==> src/rtl/cpu6_bus_arbiter.sv <==
// Memory bus arbiter between the CPU6 core and NUM_REQ DMA requesters.
// The CPU owns the bus by default; DMA takes it via hold/ack for one bounded round-robin burst.
module cpu6_bus_arbiter #(
    parameter int unsigned NUM_REQ        = 2,
    parameter int unsigned MAX_BURST      = 4,
    parameter int unsigned CPU_MIN_CYCLES = 2
) (
    input  logic                  clock,
    input  logic                  reset,
    input  logic [15:0]           cpu_address,
    input  logic [7:0]            cpu_data_out,
    input  logic                  cpu_write_en,
    output logic                  cpu_hold,
    input  logic                  cpu_hold_ack,
    input  logic [NUM_REQ-1:0]    dma_req,
    input  logic [NUM_REQ-1:0]    dma_last,
    input  logic [16*NUM_REQ-1:0] dma_address,
    input  logic [8*NUM_REQ-1:0]  dma_data_out,
    input  logic [NUM_REQ-1:0]    dma_write_en,
    output logic [NUM_REQ-1:0]    dma_grant,
    output logic [15:0]           mem_address,
    output logic [7:0]            mem_data_out,
    output logic                  mem_write_en,
    output logic                  dma_active
);

    localparam int unsigned IdxW = (NUM_REQ > 1) ? $clog2(NUM_REQ) : 1;

    typedef enum logic [1:0] {StCpuOwn, StHoldReq, StDmaOwn, StRelease} state_e;

    state_e               state_q, state_d;
    logic [NUM_REQ-1:0]   grant_q, grant_d;
    logic [IdxW-1:0]      gidx_q, gidx_d;
    logic [IdxW-1:0]      rr_q, rr_d;
    logic [7:0]           burst_q, burst_d;
    logic [7:0]           cmin_q, cmin_d;

    logic                 win_found;
    logic [IdxW-1:0]      win_idx;
    logic [15:0]          sel_addr;
    logic [7:0]           sel_data;
    logic                 sel_we;
    logic                 sel_req;
    logic                 sel_last;
    logic                 burst_end;

    // Round-robin search: first requester strictly after rr_q, wrapping.
    always_comb begin
        win_found = 1'b0;
        win_idx   = '0;
        for (int unsigned k = 1; k <= NUM_REQ; k++) begin
            for (int unsigned j = 0; j < NUM_REQ; j++) begin
                if (!win_found && dma_req[j] && (j == (32'(rr_q) + k) % NUM_REQ)) begin
                    win_found = 1'b1;
                    win_idx   = IdxW'(j);
                end
            end
        end
    end

    always_comb begin
        sel_addr = '0;
        sel_data = '0;
        sel_we   = 1'b0;
        sel_req  = 1'b0;
        sel_last = 1'b0;
        for (int unsigned i = 0; i < NUM_REQ; i++) begin
            if (gidx_q == IdxW'(i)) begin
                sel_addr = dma_address[16*i +: 16];
                sel_data = dma_data_out[8*i +: 8];
                sel_we   = dma_write_en[i];
                sel_req  = dma_req[i];
                sel_last = dma_last[i];
            end
        end
    end

    assign burst_end = sel_last || !sel_req || (burst_q == 8'(MAX_BURST - 1));

    always_comb begin
        state_d = state_q;
        grant_d = grant_q;
        gidx_d  = gidx_q;
        rr_d    = rr_q;
        burst_d = burst_q;
        cmin_d  = cmin_q;
        unique case (state_q)
            StCpuOwn: begin
                if (cmin_q != 8'(CPU_MIN_CYCLES)) begin
                    cmin_d = cmin_q + 8'd1;
                end
                if (|dma_req && (cmin_q == 8'(CPU_MIN_CYCLES))) begin
                    state_d = StHoldReq;
                end
            end
            StHoldReq: begin
                if (cpu_hold_ack) begin
                    if (win_found) begin
                        grant_d          = '0;
                        grant_d[win_idx] = 1'b1;
                        gidx_d           = win_idx;
                        rr_d             = win_idx;
                        burst_d          = '0;
                        state_d          = StDmaOwn;
                    end else begin
                        state_d = StRelease;
                    end
                end
            end
            StDmaOwn: begin
                if (burst_end) begin
                    grant_d = '0;
                    state_d = StRelease;
                end else begin
                    burst_d = burst_q + 8'd1;
                end
            end
            StRelease: begin
                grant_d = '0;
                cmin_d  = '0;
                state_d = StCpuOwn;
            end
            default: state_d = StCpuOwn;
        endcase
    end

    // CPU-min count resets saturated so the first hold after reset is not delayed.
    always_ff @(posedge clock or posedge reset) begin
        if (reset) begin
            state_q <= StCpuOwn;
            grant_q <= '0;
            gidx_q  <= '0;
            rr_q    <= IdxW'(NUM_REQ - 1);
            burst_q <= '0;
            cmin_q  <= 8'(CPU_MIN_CYCLES);
        end else begin
            state_q <= state_d;
            grant_q <= grant_d;
            gidx_q  <= gidx_d;
            rr_q    <= rr_d;
            burst_q <= burst_d;
            cmin_q  <= cmin_d;
        end
    end

    always_comb begin
        mem_address  = cpu_address;
        mem_data_out = cpu_data_out;
        mem_write_en = cpu_write_en;
        unique case (state_q)
            StDmaOwn: begin
                mem_address  = sel_addr;
                mem_data_out = sel_data;
                mem_write_en = sel_we & sel_req;
            end
            // Turnaround cycle: CPU drives address/data but no write can land.
            StRelease: mem_write_en = 1'b0;
            default: ;
        endcase
    end

    assign cpu_hold   = (state_q == StHoldReq) || (state_q == StDmaOwn);
    assign dma_active = (state_q == StDmaOwn);
    assign dma_grant  = grant_q;

endmodule
==> config.mk <==
export PLATFORM = sky130hd
export DESIGN_NAME = cpu6_bus_arbiter
export DESIGN_NICKNAME = d
export VERILOG_FILES = /design/src/rtl/cpu6_bus_arbiter.sv
export SDC_FILE = /design/constraint.sdc
export NUM_CORES = 1
export LEC_CHECK = 0
export CORE_MARGIN = 2
export CORE_UTILIZATION = 35
export CTS_CLUSTER_SIZE = 16
export DETAILED_ROUTE_END_ITERATION = 16
export GPL_TIMING_DRIVEN = 1
export PLACE_DENSITY = 0.76
export SETUP_SLACK_MARGIN = 0.4
export SYNTH_ARGS = -nofsm -noshare
export SYNTH_HDL_FRONTEND = slang
export SYNTH_SLANG_ARGS = --single-unit
==> constraint.sdc <==
create_clock -name clock -period 2.4 [get_ports clock]
set_input_delay 0.36 -clock clock [delete_from_list [all_inputs] [get_ports clock]]
set_output_delay 0.36 -clock clock [all_outputs]
set_load 0.02 [all_outputs]
==> results of run 1 <==
[critical path, delay by kind of cell, from the launching register on]
kind,cells,cell delay (ns)
buffers and inverters,1,0.27
flip-flops,1,0.45
AND/OR/NAND/NOR,1,0.17
AO/OA/AOI/OAI,1,0.16
adder cells (fa/ha/maj),1,0.29
[final timing paths]
path | start | end | slack, ns | cells past startpoint
min reg2reg | rr_q | rr_q | 0.50 | 2
max | state_q[1] | mem_write_en | 0.42 | 4
max reg2reg | state_q[0] | burst_q[7] | 0.44 | 8
min in group clock | rr_q | rr_q | 0.50 | 2
min | reset | burst_q[1] | 0.43 | 3
max in group asynchronous | reset | cmin_q[1] | 1.70 | 3
[placed cells by master, fill, tap and decap left out, types with 3 or more instances in the layout]
cell type / netlist / layout
dfrtp_1: 20 / 19
o211ai_1: 4 / 4
a21oi_1: 29 / 12
inv_1: 7 / 6
nand4_1: 3 / 3
mux2i_1: 25 / 25
nor3_1: 7 / 6
a21oi_2: 1 / 17
o21ai_0: 6 / 6
nand2_1: 16 / 15
clkbuf_8: 0 / 3
clkdlybuf4s50_1: 0 / 83
and3_1: 4 / 4
nand3_1: 9 / 8
buf_4: 0 / 19
a21o_1: 5 / 5
buf_2: 1 / 19
nor2_1: 36 / 34
xor2_1: 3 / 3
ha_1: 8 / 5
[flip-flops by register name (all words and copies together), names as in the netlist]
name	cells
state_q	2
dma_grant	2
cmin_q	8
burst_q	8
rr_q	1
gidx_q	1
[power by group through the flow]
stage	clock network, mW	registers (mW)	logic [mW]
detailed placement	0	0.619	2.44
finish	0.349	0.630	2.58
floorplan	0	0.600	1.52
global placement	0	0.610	2.43
global route	0.381	0.652	2.78
CTS	0.356	0.623	2.49
[cells by family (layout without fill, tap and decap cells)]
logic type                 count (synthesis)  after routing  share of synthesized area, %
AOI/OAI and AO/OA                         60             60                         20.21
muxes                                     28             28                         15.49
DFF                                       22             22                         30.17
and+or+nand+nor                           85             85                         21.91
xor gates and xnor gates                   5              5                         2.390
adders and majority gates                  8              8                         5.461
buffers and inverters                     19            140                         4.369
[metrics by stage]
step	util, %	setup slack [ns]
2_1_floorplan	-	0.4371
3_3_place_gp	61.54	0.1609
3_5_place_dp	61.54	0.1691
4_1_cts	65.06	0.2834
5_1_grt	65.14	0.3417
6_report	65.14	0.4210
[metal layers]
layer / part of all wire (%) / track usage (%) / vias up
met1: 39 / 24.47 / 1006
met3: 5.9 / 5.924 / 8
met4: 1.1 / 4.364 / 0
met5: 0 / 0 / -
li1: - / - / 1064
met2: 54 / 41.15 / 70
[what timing repair did]
action,in CTS,in global routing
setup buffers,3,6
pin swaps,0,6
gates resized for setup,88,43
endpoints found under the setup margin,35,31
hold buffers,0,0
endpoints found under the hold margin,0,0
cloned,0,1
[final cells by class]
cell class | count | share of cell area (%)
inverters | 7 | 0.7949
well taps | 70 | 2.650
multi-input cells | 186 | 41.98
clock inverters | 1 | 0.9084
flip-flops and latches | 22 | 16.77
clock buffers | 3 | 1.249
repair buffers | 129 | 35.65
==> metrics.csv, run 1 <==
metric;value;unit
max_stage_delay;0.45;ns
synth.avg_cell_area;8.075;sq um
fin_total_pwr;3.557;mW
grt_usage;21.82;%
port_buffers;110;
seqCellArea;554.3;sq um
die_x;76.37;um
grt_pass1_wl;10330;um
num_vias;2148;
finalSetupViolCount;0;
yosysTopAreaCellShare;27.30;%
drt_iter0_drc;180;
fin_worst_skew;0.002964;ns
slew_headroom;71.17;%
status;complete, no violations;
filler_cell_count;450;
design_area;3306;sq um
die_h;76.37;um
ir_drop;0.5984;mV
worst_setup_path_start_kind;register;
power_frac_seq;17.7;%
dp.cells;404;
viasPerCell;5.139;
syn-num-nets;317;
async_flop_share;100.0;%
layout-drive-gt1-share;25.29;%
timing.hold.ws;0.4250;ns
cpMaxStageDelayCell;dfrtp_2;
die_area;5832;sq um
synth-seq-area-share;30.17;%
path_clk_slew;0.08;ns
hold_violations;0;
p_clk_share;9.8;%
pin_count;111;
clock_path_buffers;2;
numCtsBuffers;3;
multi_input_area;1388;sq um
wl;6825;um
syn_inst;227;
path_class;reg2out;
ys_ff_latch;22;
finalCritPeriodShare;82.46;%
clock.fmax;505.3;MHz
crit_path_cell_trace;ha_1 -> nor2_2 -> a22o_1 -> clkdlybuf4s15_2;
synth.distinct_cells;44;
rsz0062_at_grt;true;
p_switching;1.668;mW
yosys_warnings;0;
dpl_cell_area;3123;sq um
antenna_cells;0;
gp_congestion;0.8704;
ys.flop_type;dfrtp_1;
powerDensity;1076;nW/um^2
combPwrFrac;72.5;%
crit_path_end_kind;output port;
htreeDepth;1;
grt_max_degree;40;
yosys.area.top_type;dfrtp_1;
avgRoutedWirePerCell;16.33;um
antenna_left;0;
critPathArrivalTime;1.62;ns
p_int;1.889;mW
rows;26;
synth_area;1833;sq um
fin_setup_tns;0;ns
fin_crit;1.979;ns
synth_common_cells;36 x nor2_1, 29 x a21oi_1, 25 x mux2i_1;
cts_tree;built;
synth_edf_count;0;
grt_pass1_vias;2123;
clock-sinks;22;
grt_antenna_before_repair;0;
hold_class;in2async;
final_cells;418;
firstDrtPassIters;4;
num-nets-final;439;
yosys.cell_count.top_type;nor2_1;
synth.area.top_cells;dfrtp_1 27%, mux2i_1 14%, a21oi_1 7.9%;
initial_core_util;36.12;%
path_max_fanout;6;
leakage;1.459;nW
core_area;5075;sq um
cp.required;2.04;ns
dp_hpwl;5058;um
maxCapViolations;0;
cts_root_buf;clkbuf_8;
p_sw_share;46.89;%
clock_latency;0.26;ns
worst_slew_pin_slew;0.4292;ns
globalRouteOverflowTotal;0;
drc_errors;0;
area_growth;80.34;%
slew_violations;0;
Power figures use the tool's default switching activity.
==> inputs of run 2 (changes only) <==
--- a/config.mk
+++ b/config.mk
@@ -6,11 +6,11 @@
 export NUM_CORES = 1
 export LEC_CHECK = 0
 export CORE_MARGIN = 2
-export CORE_UTILIZATION = 35
+export CORE_UTILIZATION = 34
 export CTS_CLUSTER_SIZE = 16
 export DETAILED_ROUTE_END_ITERATION = 16
 export GPL_TIMING_DRIVEN = 1
-export PLACE_DENSITY = 0.76
+export PLACE_DENSITY = 0.77
 export SETUP_SLACK_MARGIN = 0.4
 export SYNTH_ARGS = -nofsm -noshare
 export SYNTH_HDL_FRONTEND = slang
==> constraint.sdc (replaced) <==
create_clock -name clock -period 1.6 [get_ports clock]
set_input_delay 0.24 -clock clock [delete_from_list [all_inputs] [get_ports clock]]
set_output_delay 0.24 -clock clock [all_outputs]
set_load 0.02 [all_outputs]
==> run 2 against run 1 <==
The run now ends with setup timing left. Worst hold slack worse by 0.066 ns. Setup slack got worse by 0.95 ns. Via count up 45%. Clock skew rose by 0.0061 ns. Design area rose by 45%. Global-route usage is 11 points higher. Combinational power increased to 3.1 times the previous value. Critical path type is now reg2reg.
==> metrics.csv, run 2 (synthesis gave the netlist of run 1 again) <==
metric;value;unit;change
clock_latency;0.27;ns;about the same
firstDrtPassIters;6;;+2
die_h;77.43;um;+1.4%
layout.cells.most_common;clkdlybuf4s50_1;;
path_common_cell;buf_4;;
die_x;77.43;um;+1.4%
grt_pass1_vias;2795;;+32%
fin_setup_tns;-12.59;ns;-12.59 ns
port_buffers;110;;unchanged
multi_input_area;1993;sq um;+44%
fin_worst_skew;0.009065;ns;+0.006101 ns
filler_cell_count;148;;-67%
reg2regPathDepth;10;;+2
worst-path-buf-inv;4;;+3
finalCritPeriodShare;133.3;%;
fin_crit;2.133;ns;
worst_setup_path_start_kind;register;;
globalRouteOverflowTotal;0;;unchanged
initial_core_util;35.66;%;-0.46 points
grt_max_degree;23;;-43%
hold_class;in2async;;
ir_drop;1.675;mV;+180%
htreeDepth;1;;unchanged
die_area;5995;sq um;+2.8%
clock-sinks;22;;unchanged
cp.required;1.73;ns;-0.31 ns
seqCellArea;554.3;sq um;unchanged
cpMaxStageDelayCell;dfrtp_1;;
fin_ws;-0.5326;ns;-0.9537 ns
rsz0062_at_grt;true;;
wl;13960;um;+100%
cts_tree;built;;
rows;26;;unchanged
path_class;reg2reg;;
pin_count;111;;unchanged
antenna_left;0;;unchanged
grt_antenna_before_repair;0;;unchanged
status;complete, but fails checks;;
slew_violations;0;;unchanged
layout-drive-gt1-share;53.48;%;+28 points
path_clk_slew;0.08;ns;about the same
core_area;5140;sq um;+1.3%
grt_usage;33.02;%;+11 points
viasPerCell;6.413;;+25%
finalSetupViolCount;47;;+47
clock_path_buffers;2;;unchanged
powerDensity;1954;nW/um^2;+82%
path_max_fanout;4;;-2
avgRoutedWirePerCell;28.66;um;+76%
worstSetupPathDepth;10;;+6
grt_pass1_wl;15380;um;+49%
drt_iter0_drc;292;;+62%
leakage;2.033;nW;+39%
slew_headroom;59.22;%;-12 points
fin_util;93.16;%;+28 points
critPathArrivalTime;2.26;ns;+0.64 ns
crit_path_end_kind;register;;
maxCapViolations;0;;unchanged
antenna_cells;0;;unchanged
max_stage_delay;0.43;ns;-0.02 ns
gp_congestion;0.9970;;+15%
num_vias;3123;;+45%
violations;setup timing;;
num-nets-final;508;;+16%
worst_slew_pin_slew;0.6071;ns;+0.1779 ns
area_growth;161.2;%;
largestRegisters;burst_q (8), cmin_q (8);;
dp_hpwl;6223;um;+23%
numCtsBuffers;3;;unchanged
cts_hold_buf;0;;unchanged
drc_errors;0;;unchanged
crit_path_cell_trace;buf_4 -> buf_6 -> inv_6 -> ha_4 -> nor2_4 -> a31oi_4 -> nand4_1 -> buf_4 -> o21ai_0 -> a21oi_1;;
final_cell_mix;80 x clkdlybuf4s50_1, 50 x buf_6, 50 x buf_4;;
cts_root_buf;clkbuf_8;;
clock.fmax;468.9;MHz;
cpLargestDelayFamily;compound AO/OA/AOI/OAI gates;;
hold_violations;0;;unchanged
[run 2: cell types whose count changed in the layout (fill, tap and decap cells not counted), sizes merged]
cell / before / now
buf: 41 / 113
bufinv: 1 / 0
clkbuf: 5 / 8
clkdlybuf4s15: 1 / 0
clkdlybuf4s50: 83 / 80
dlygate4sd2: 2 / 0
dlymetal6s2s: 0 / 1
[run 2: through the flow]
step	power (mW)	hold WS [ns]	std cells	instance area, sq um	setup WS [ns]
global route	9.551	0.3819	487	4788	-0.5060
detailed placement	6.177	0.4955	447	3913	-0.4789
finish	9.357	0.3594	487	4788	-0.5326
floorplan	4.295	0.2277	227	2426	-0.2199
CTS	7.716	0.3205	470	4433	-0.3339
global placement	6.042	0.4733	447	3913	-0.4749
[run 2: layout make-up]
| type | count | share of cell area, % |
|---|---|---|
| Timing Repair Buffer | 198 | 43.17 |
| Multi-Input combinational cell | 186 | 41.63 |
| Sequential cell | 22 | 11.58 |
| Tap cell | 70 | 1.829 |
| Clock buffer | 4 | 1.150 |
| Inverter | 7 | 0.6533 |
[run 2: where the power goes]
part / total, mW / leakage [nW] / internal, mW / switching, mW
clock: 0.402 / 0.0288 / 0.220 / 0.183
combinational: 8.05 / 1.72 / 4.03 / 4.02
sequential: 0.902 / 0.284 / 0.744 / 0.158
total: 9.36 / 2.03 / 5.00 / 4.36
[run 2: tightest hold or removal path: stages]
cell and delay [ns]:
clkdlybuf4s50_1 0.41, inv_1 0.07, buf_4 0.30
[run 2: metal layers]
| metal | part of all wire (%) | track usage, % |
|---|---|---|
| met3 | 11 | 6.977 |
| met5 | 0 | 0 |
| met4 | 8.3 | 7.500 |
| met2 | 47 | 61.48 |
| met1 | 34 | 38.56 |
[run 2: worst paths after layout]
check                                 from         to  slack (ns)
worst max-delay path            state_q[1]  cmin_q[6]       -0.53
worst min-delay path                 reset  cmin_q[6]        0.36
worst max register to register  state_q[1]  cmin_q[6]       -0.53
worst min register to register        rr_q       rr_q        0.52
max in group asynchronous            reset       rr_q        0.96
min in group clock              dma_req[0]       rr_q        0.49
[run 2: what timing repair did]
action	CTS	global route
pin swaps	21	30
setup endpoints to repair	51	51
gates cloned	0	2
buffers inserted	19	15
gates resized for setup	205	66
